**src/rtl/pic_progmem_loader.sv**
```systemverilog
// pic_progmem_loader
//   Bus master that uploads PIC firmware from a source RAM into the PIC
//   wrapper's program memory through its host port. On start it holds the
//   PIC in reset (ctl reg = 1), copies word_count 14-bit words, then writes
//   ctl reg = 0 to release it.
//
//   Optional feature: define PIC_LOADER_VERIFY_EN to read back each word
//   after writing it and flag a mismatch. Without it pic_ren is tied low.
//
// Ports
//   clk, reset_n      clock, asynchronous active-low reset
//   start, word_count load request pulse and word count (saturated to WORDS_MAX)
//   src_addr, src_rd  source RAM read port (1-cycle read latency)
//   src_data          source RAM read data, bits [13:0] used
//   pic_address, pic_data_in, pic_wen, pic_ren, pic_data_out, pic_ready
//                     PIC wrapper host port
//   busy, done        load in progress / 1-cycle completion pulse
//   error, err_idx    sticky failure flag and failing word index
module pic_progmem_loader #(
   parameter int WORDS_MAX = 1024,
   parameter int SRC_AW    = 10,
   parameter int TIMEOUT   = 255
) (
   input  logic              clk,
   input  logic              reset_n,
   input  logic              start,
   input  logic [10:0]       word_count,
   output logic [SRC_AW-1:0] src_addr,
   output logic              src_rd,
   input  logic [15:0]       src_data,
   output logic [15:0]       pic_address,
   output logic [31:0]       pic_data_in,
   output logic              pic_wen,
   output logic              pic_ren,
   input  logic [31:0]       pic_data_out,
   input  logic              pic_ready,
   output logic              busy,
   output logic              done,
   output logic              error,
   output logic [9:0]        err_idx
);

   localparam logic [7:0]  TMO_LAST = 8'(TIMEOUT - 1);
   localparam logic [10:0] CNT_MAX  = 11'(WORDS_MAX);

   typedef enum logic [3:0] {
      S_IDLE, S_HALT, S_FETCH, S_RDWAIT, S_CAPTURE,
      S_WRITE, S_VERIFY, S_RELEASE, S_DONE, S_ERR
   } state_t;

   state_t            state_q, state_d;
   logic [9:0]        idx_q, idx_d;
   logic [10:0]       count_q, count_d;
   logic [13:0]       word_q, word_d;
   logic [7:0]        wait_q, wait_d;
   logic [SRC_AW-1:0] src_addr_q, src_addr_d;
   logic              src_rd_q, src_rd_d;
   logic [15:0]       addr_q, addr_d;
   logic [31:0]       wdata_q, wdata_d;
   logic              wen_q, wen_d;
   logic              busy_q, busy_d;
   logic              done_q, done_d;
   logic              error_q, error_d;
   logic [9:0]        err_idx_q, err_idx_d;

   logic              strobe, bus_state, bus_ack, last_word;
   logic [15:0]       wr_addr, tgt_addr;
   logic [31:0]       tgt_data;
   logic              tgt_rd;

`ifdef PIC_LOADER_VERIFY_EN
   logic              ren_q, ren_d;
   assign strobe  = wen_q | ren_q;
   assign pic_ren = ren_q;
`else
   assign strobe  = wen_q;
   assign pic_ren = 1'b0;
`endif

   // Only [13:0] of the source word and PIC readback carry firmware bits.
   logic unused_bits;
   assign unused_bits = ^{pic_data_out, src_data[15:14]};

   assign bus_state = (state_q == S_HALT) || (state_q == S_WRITE) ||
                      (state_q == S_VERIFY) || (state_q == S_RELEASE);
   assign wr_addr   = 16'h8000 | 16'({idx_q, 2'b00});
   assign last_word = (({1'b0, idx_q} + 11'd1) == count_q);

   always_comb begin
      state_d    = state_q;
      idx_d      = idx_q;
      count_d    = count_q;
      word_d     = word_q;
      wait_d     = wait_q;
      src_addr_d = src_addr_q;
      src_rd_d   = 1'b0;
      addr_d     = addr_q;
      wdata_d    = wdata_q;
      wen_d      = wen_q;
`ifdef PIC_LOADER_VERIFY_EN
      ren_d      = ren_q;
`endif
      busy_d     = busy_q;
      done_d     = 1'b0;
      error_d    = error_q;
      err_idx_d  = err_idx_q;
      bus_ack    = 1'b0;
      tgt_addr   = 16'h0000;
      tgt_data   = 32'h0;
      tgt_rd     = 1'b0;

      case (state_q)
         S_HALT:   tgt_data = 32'h1;
         S_WRITE:  begin tgt_addr = wr_addr; tgt_data = {18'h0, word_q}; end
         S_VERIFY: begin tgt_addr = wr_addr; tgt_data = {18'h0, word_q}; tgt_rd = 1'b1; end
         default:  ;
      endcase

      // Shared handshake: every bus state enters with the strobe low, so the
      // first cycle of a state is the mandatory low gap before raising it.
      if (bus_state) begin
         if (!strobe) begin
            addr_d  = tgt_addr;
            wdata_d = tgt_data;
            wen_d   = !tgt_rd;
`ifdef PIC_LOADER_VERIFY_EN
            ren_d   = tgt_rd;
`endif
            wait_d  = 8'd0;
         end else if (pic_ready) begin
            wen_d   = 1'b0;
`ifdef PIC_LOADER_VERIFY_EN
            ren_d   = 1'b0;
`endif
            bus_ack = 1'b1;
         end else if (wait_q == TMO_LAST) begin
            wen_d     = 1'b0;
`ifdef PIC_LOADER_VERIFY_EN
            ren_d     = 1'b0;
`endif
            error_d   = 1'b1;
            err_idx_d = (state_q == S_WRITE || state_q == S_VERIFY) ? idx_q : 10'd0;
            busy_d    = 1'b0;
            state_d   = S_ERR;
         end else begin
            wait_d = wait_q + 8'd1;
         end
      end

      case (state_q)
         S_IDLE: if (start) begin
            count_d   = (word_count > CNT_MAX) ? CNT_MAX : word_count;
            idx_d     = 10'd0;
            error_d   = 1'b0;
            err_idx_d = 10'd0;
            busy_d    = 1'b1;
            state_d   = S_HALT;
         end
         S_HALT: if (bus_ack) state_d = (count_q == 11'd0) ? S_RELEASE : S_FETCH;
         S_FETCH: begin
            src_rd_d   = 1'b1;
            src_addr_d = SRC_AW'(idx_q);
            state_d    = S_RDWAIT;
         end
         S_RDWAIT:  state_d = S_CAPTURE;   // src_rd visible this cycle
         S_CAPTURE: begin                  // RAM data valid this cycle
            word_d  = src_data[13:0];
            state_d = S_WRITE;
         end
`ifdef PIC_LOADER_VERIFY_EN
         S_WRITE: if (bus_ack) state_d = S_VERIFY;
         S_VERIFY: if (bus_ack) begin
            if (pic_data_out[13:0] != word_q) begin
               error_d   = 1'b1;
               err_idx_d = idx_q;
               busy_d    = 1'b0;
               state_d   = S_ERR;
            end else if (last_word) begin
               state_d = S_RELEASE;
            end else begin
               idx_d   = idx_q + 10'd1;
               state_d = S_FETCH;
            end
         end
`else
         S_WRITE: if (bus_ack) begin
            if (last_word) begin
               state_d = S_RELEASE;
            end else begin
               idx_d   = idx_q + 10'd1;
               state_d = S_FETCH;
            end
         end
`endif
         S_RELEASE: if (bus_ack) begin
            done_d  = 1'b1;
            busy_d  = 1'b0;
            state_d = S_DONE;
         end
         S_DONE:  state_d = S_IDLE;
         S_ERR:   state_d = S_IDLE;
         default: state_d = S_IDLE;
      endcase
   end

   always_ff @(posedge clk or negedge reset_n) begin
      if (!reset_n) begin
         state_q    <= S_IDLE;
         idx_q      <= '0;
         count_q    <= '0;
         word_q     <= '0;
         wait_q     <= '0;
         src_addr_q <= '0;
         src_rd_q   <= 1'b0;
         addr_q     <= '0;
         wdata_q    <= '0;
         wen_q      <= 1'b0;
`ifdef PIC_LOADER_VERIFY_EN
         ren_q      <= 1'b0;
`endif
         busy_q     <= 1'b0;
         done_q     <= 1'b0;
         error_q    <= 1'b0;
         err_idx_q  <= '0;
      end else begin
         state_q    <= state_d;
         idx_q      <= idx_d;
         count_q    <= count_d;
         word_q     <= word_d;
         wait_q     <= wait_d;
         src_addr_q <= src_addr_d;
         src_rd_q   <= src_rd_d;
         addr_q     <= addr_d;
         wdata_q    <= wdata_d;
         wen_q      <= wen_d;
`ifdef PIC_LOADER_VERIFY_EN
         ren_q      <= ren_d;
`endif
         busy_q     <= busy_d;
         done_q     <= done_d;
         error_q    <= error_d;
         err_idx_q  <= err_idx_d;
      end
   end

   assign src_addr    = src_addr_q;
   assign src_rd      = src_rd_q;
   assign pic_address = addr_q;
   assign pic_data_in = wdata_q;
   assign pic_wen     = wen_q;
   assign busy        = busy_q;
   assign done        = done_q;
   assign error       = error_q;
   assign err_idx     = err_idx_q;

endmodule

```
**config.mk**
```make
export PLATFORM = sky130hd
export DESIGN_NAME = pic_progmem_loader
export DESIGN_NICKNAME = d
export VERILOG_FILES = /design/src/rtl/pic_progmem_loader.sv
export SDC_FILE = /design/constraint.sdc
export NUM_CORES = 1
export LEC_CHECK = 0
export ABC_AREA = 1
export CAP_MARGIN = 10
export CORE_MARGIN = 4
export CORE_UTILIZATION = 30
export CTS_CLUSTER_DIAMETER = 40
export DETAILED_ROUTE_END_ITERATION = 7
export PLACE_DENSITY = 0.5
export SETUP_SLACK_MARGIN = 0.3
export SYNTH_ARGS = -nofsm -noshare
export SYNTH_HDL_FRONTEND = slang
export SYNTH_SLANG_ARGS = --single-unit
```
**constraint.sdc**
```tcl
create_clock -name clk -period 2.5 [get_ports clk]
set_clock_uncertainty 0.15 [all_clocks]
set_input_delay 0.625 -clock clk [delete_from_list [all_inputs] [get_ports clk]]
set_output_delay 0.625 -clock clk [all_outputs]
set_load 0.05 [all_outputs]
```
==> impl_metrics.json <==
{
  "synth_top_area_frac": 0.500,
  "critical_path_arrival_ps": 2360,
  "avgSynthCellArea_um2": 8.05,
  "start_util": 0.305,
  "slew_headroom": 0.602,
  "die_x_um": 135,
  "setup_tns_ps": 0,
  "maxCapViolCount": 0,
  "crit_required_ps": 2640,
  "syn_inst": 603,
  "fillers": 1689,
  "die_y_um": 135,
  "wl_per_cell_um": 13.9,
  "post-place-cells": 893,
  "drt_pre_antenna_iters": 4,
  "tightest_slew_ps": 596,
  "power.density_nw_per_um2": 1000,
  "cts_root_buf": "clkbuf_16",
  "stdcell_count": 915,
  "dieArea_um2": 18300,
  "syn-cell-area_um2": 4850,
  "period_needed_ps": 2220,
  "final_common_cell": "nand2_1",
  "totalWireLength_um": 12800,
  "final_cell_mix": "134 x nand2_1, 94 x dfrtp_1, 73 x nor2_1",
  "clock_path_buffers": 2,
  "cts_buffers": 9,
  "grt_pass1_vias": 4261,
  "viasPerCell": 4.61,
  "crit_type": "reg -> reg",
  "cts_tree": "done",
  "timing.fmax_ghz": 0.450,
  "yosysSeqAreaShare": 0.500,
  "diodes": 0,
  "nets": 761,
  "grt_max_degree": 98,
  "setup_violations": 0,
  "antenna_left": 0,
  "area_growth_pct": 30.1,
  "vias": 4221,
  "rows": 46,
  "p_leak_nw": 3.29,
  "core_um2": 15900,
  "grt_setup_unrepaired": "yes",
  "slew_violations": 0,
  "start_kind": "flip-flop",
  "drc": 0,
  "yosysWarnings": 0,
  "synth.largest_area_cell": "dfrtp_1",
  "synth-seq-cells": 97,
  "regToRegSetupSlack_ps": 280,
  "cp-end-kind": "flip-flop",
  "utilization": 0.397,
  "antenna_found_initial": 0,
  "hold_viol": 0,
  "irDropWorstVdd_uv": 401,
  "io_buffers": 78,
  "clk_latency_ps": 350,
  "design_power_total_mw": 6.31,
  "post-route-period-util": 0.889,
  "grt_overflow": 0,
  "drive_above_1_share": 0.129,
  "cts_num_sinks": 97,
  "stdcell_area_um2": 6310,
  "place_area_um2": 5860,
  "grt_pass1_wl_um": 21300,
  "ys_types": 40,
  "hold_path_class": "in -> async",
  "track_usage": 0.146,
  "synth_area_leaders": "dfrtp_1 50%, nand2_1 11%, nor2_1 6.0%, o21ai_0 5.7%, nand3_1 5.2%",
  "dpl.hpwl_um": 9290,
  "cts_htree_levels": 3,
  "ff2ff_path_depth": 13,
  "clkTransAtPathRegs_ps": 60,
  "pin_count": 137,
  "worstPathMaxFanout": 7,
  "gp_congestion": 0.937,
  "dr.first_iter.drc_count": 319,
  "outcome": "complete, no violations"
}
-- cell families (layout without fill, tap and decap cells) --
kind of cell | count (synthesis) | in the layout | share of synthesized area
simple gates | 301 | 303 | 0.278
buf+inv | 109 | 180 | 0.106
flops | 97 | 97 | 0.500
compound gates | 89 | 89 | 0.101
fa+ha+maj | 3 | 3 | 0.00774
xor+xnor | 2 | 2 | 0.00361
other cells | 1 | 24 | 0.000773
mux | 1 | 1 | 0.00232
-- per-stage QoR --
stage | setup WS (ps) | hold slack (ps)
floorplan | 521 | 179
global placement | 185 | 314
detailed placement | 166 | 314
CTS | 295 | 198
global route | 173 | 221
finish | 278 | 134
-- cell usage after synthesis (all sizes together) --
| cell | number |
|---|---|
| xnor2 | 1 |
| nand3 | 57 |
| ha | 3 |
| o221ai | 1 |
| nand2 | 147 |
| dfrtp | 97 |
| a41oi | 1 |
| a211oi | 2 |
| a21oi | 20 |
| nand3b | 1 |
| clkbuf | 14 |
| nor3 | 4 |
| a2bb2oi | 1 |
| o21ai | 58 |
| xor2 | 1 |
| o21bai | 2 |
| mux2 | 1 |
| nand4 | 9 |
| inv | 67 |
| a31oi | 1 |
| conb | 1 |
| or2 | 1 |
| buf | 28 |
| o31ai | 3 |
| nor2 | 80 |
| nor4 | 2 |
-- critical path, stage by stage, from the launching register on --
cell and delay (ps):
dfrtp_1 400, buf_6 150, clkinvlp_4 110, nor2_4 200, nand3_1 130, nand3_2 110
nand2_1 70, nor2_2 90, nand3_2 110, o21bai_4 260, nand2_8 150, nand2_8 110
nand2_1 50, nand2_1 60
-- where the power goes --
group	total (mW)	internal (mW)	switching, mW
registers	2.17	1.95	0.222
clock network	1.39	0.775	0.614
logic	2.75	0.805	1.94
total	6.31	3.53	2.78
-- layer usage --
| metal | track usage | wire length (um) | vias to the layer above |
|---|---|---|---|
| met4 | 0.0504 | 259 | 0 |
| met3 | 0.0401 | 700 | 20 |
| li1 | - | - | 2079 |
| met2 | 0.233 | 6180 | 101 |
| met1 | 0.193 | 5620 | 2021 |
| met5 | 0 | 0 | - |
-- final cells by class --
type | count | area, um2 | share of cell area
Timing Repair Buffer | 98 | 891 | 0.141
Clock inverter | 6 | 68.8 | 0.0109
Multi-Input combinational cell | 422 | 2170 | 0.344
Clock buffer | 9 | 225 | 0.0357
Sequential cell | 97 | 2430 | 0.385
Inverter | 67 | 255 | 0.0404
Tap cell | 216 | 270 | 0.0428
-- state kept, by name (all words and copies together) (netlist names) --
| register | cells |
|---|---|
| pic_address | 11 |
| wait_q | 8 |
| src_addr | 10 |
| src_rd | 1 |
| word_q | 14 |
| done | 1 |
| idx_q | 10 |
| pic_wen | 1 |
| pic_data_in | 14 |
| busy | 1 |
| err_idx | 10 |
| error | 1 |
| state_q | 4 |
| count_q | 11 |
-- path summary, 6_finish.rpt --
path	from	endpoint
max	idx_q[0]$_DFFE_PN0P_	idx_q[7]$_DFFE_PN0P_
max reg2reg	idx_q[0]$_DFFE_PN0P_	idx_q[7]$_DFFE_PN0P_
min	reset_n	word_q[6]$_DFFE_PN0N_
min reg2reg	pic_address[3]$_DFFE_PN0P_	pic_address[3]$_DFFE_PN0P_
max in group asynchronous	reset_n	idx_q[3]$_DFFE_PN0P_
min in group clk	pic_address[3]$_DFFE_PN0P_	pic_address[3]$_DFFE_PN0P_
-- what timing repair did --
| item | CTS | global route |
|---|---|---|
| buffers inserted | 2 | 3 |
| setup endpoints to repair | 60 | 13 |
| pin swaps | 5 | 18 |
| gates resized for setup | 58 | 33 |
| hold buffers | 0 | 0 |
| cloned | 2 | 0 |
Note: power is estimated with default switching activity, not from simulation.
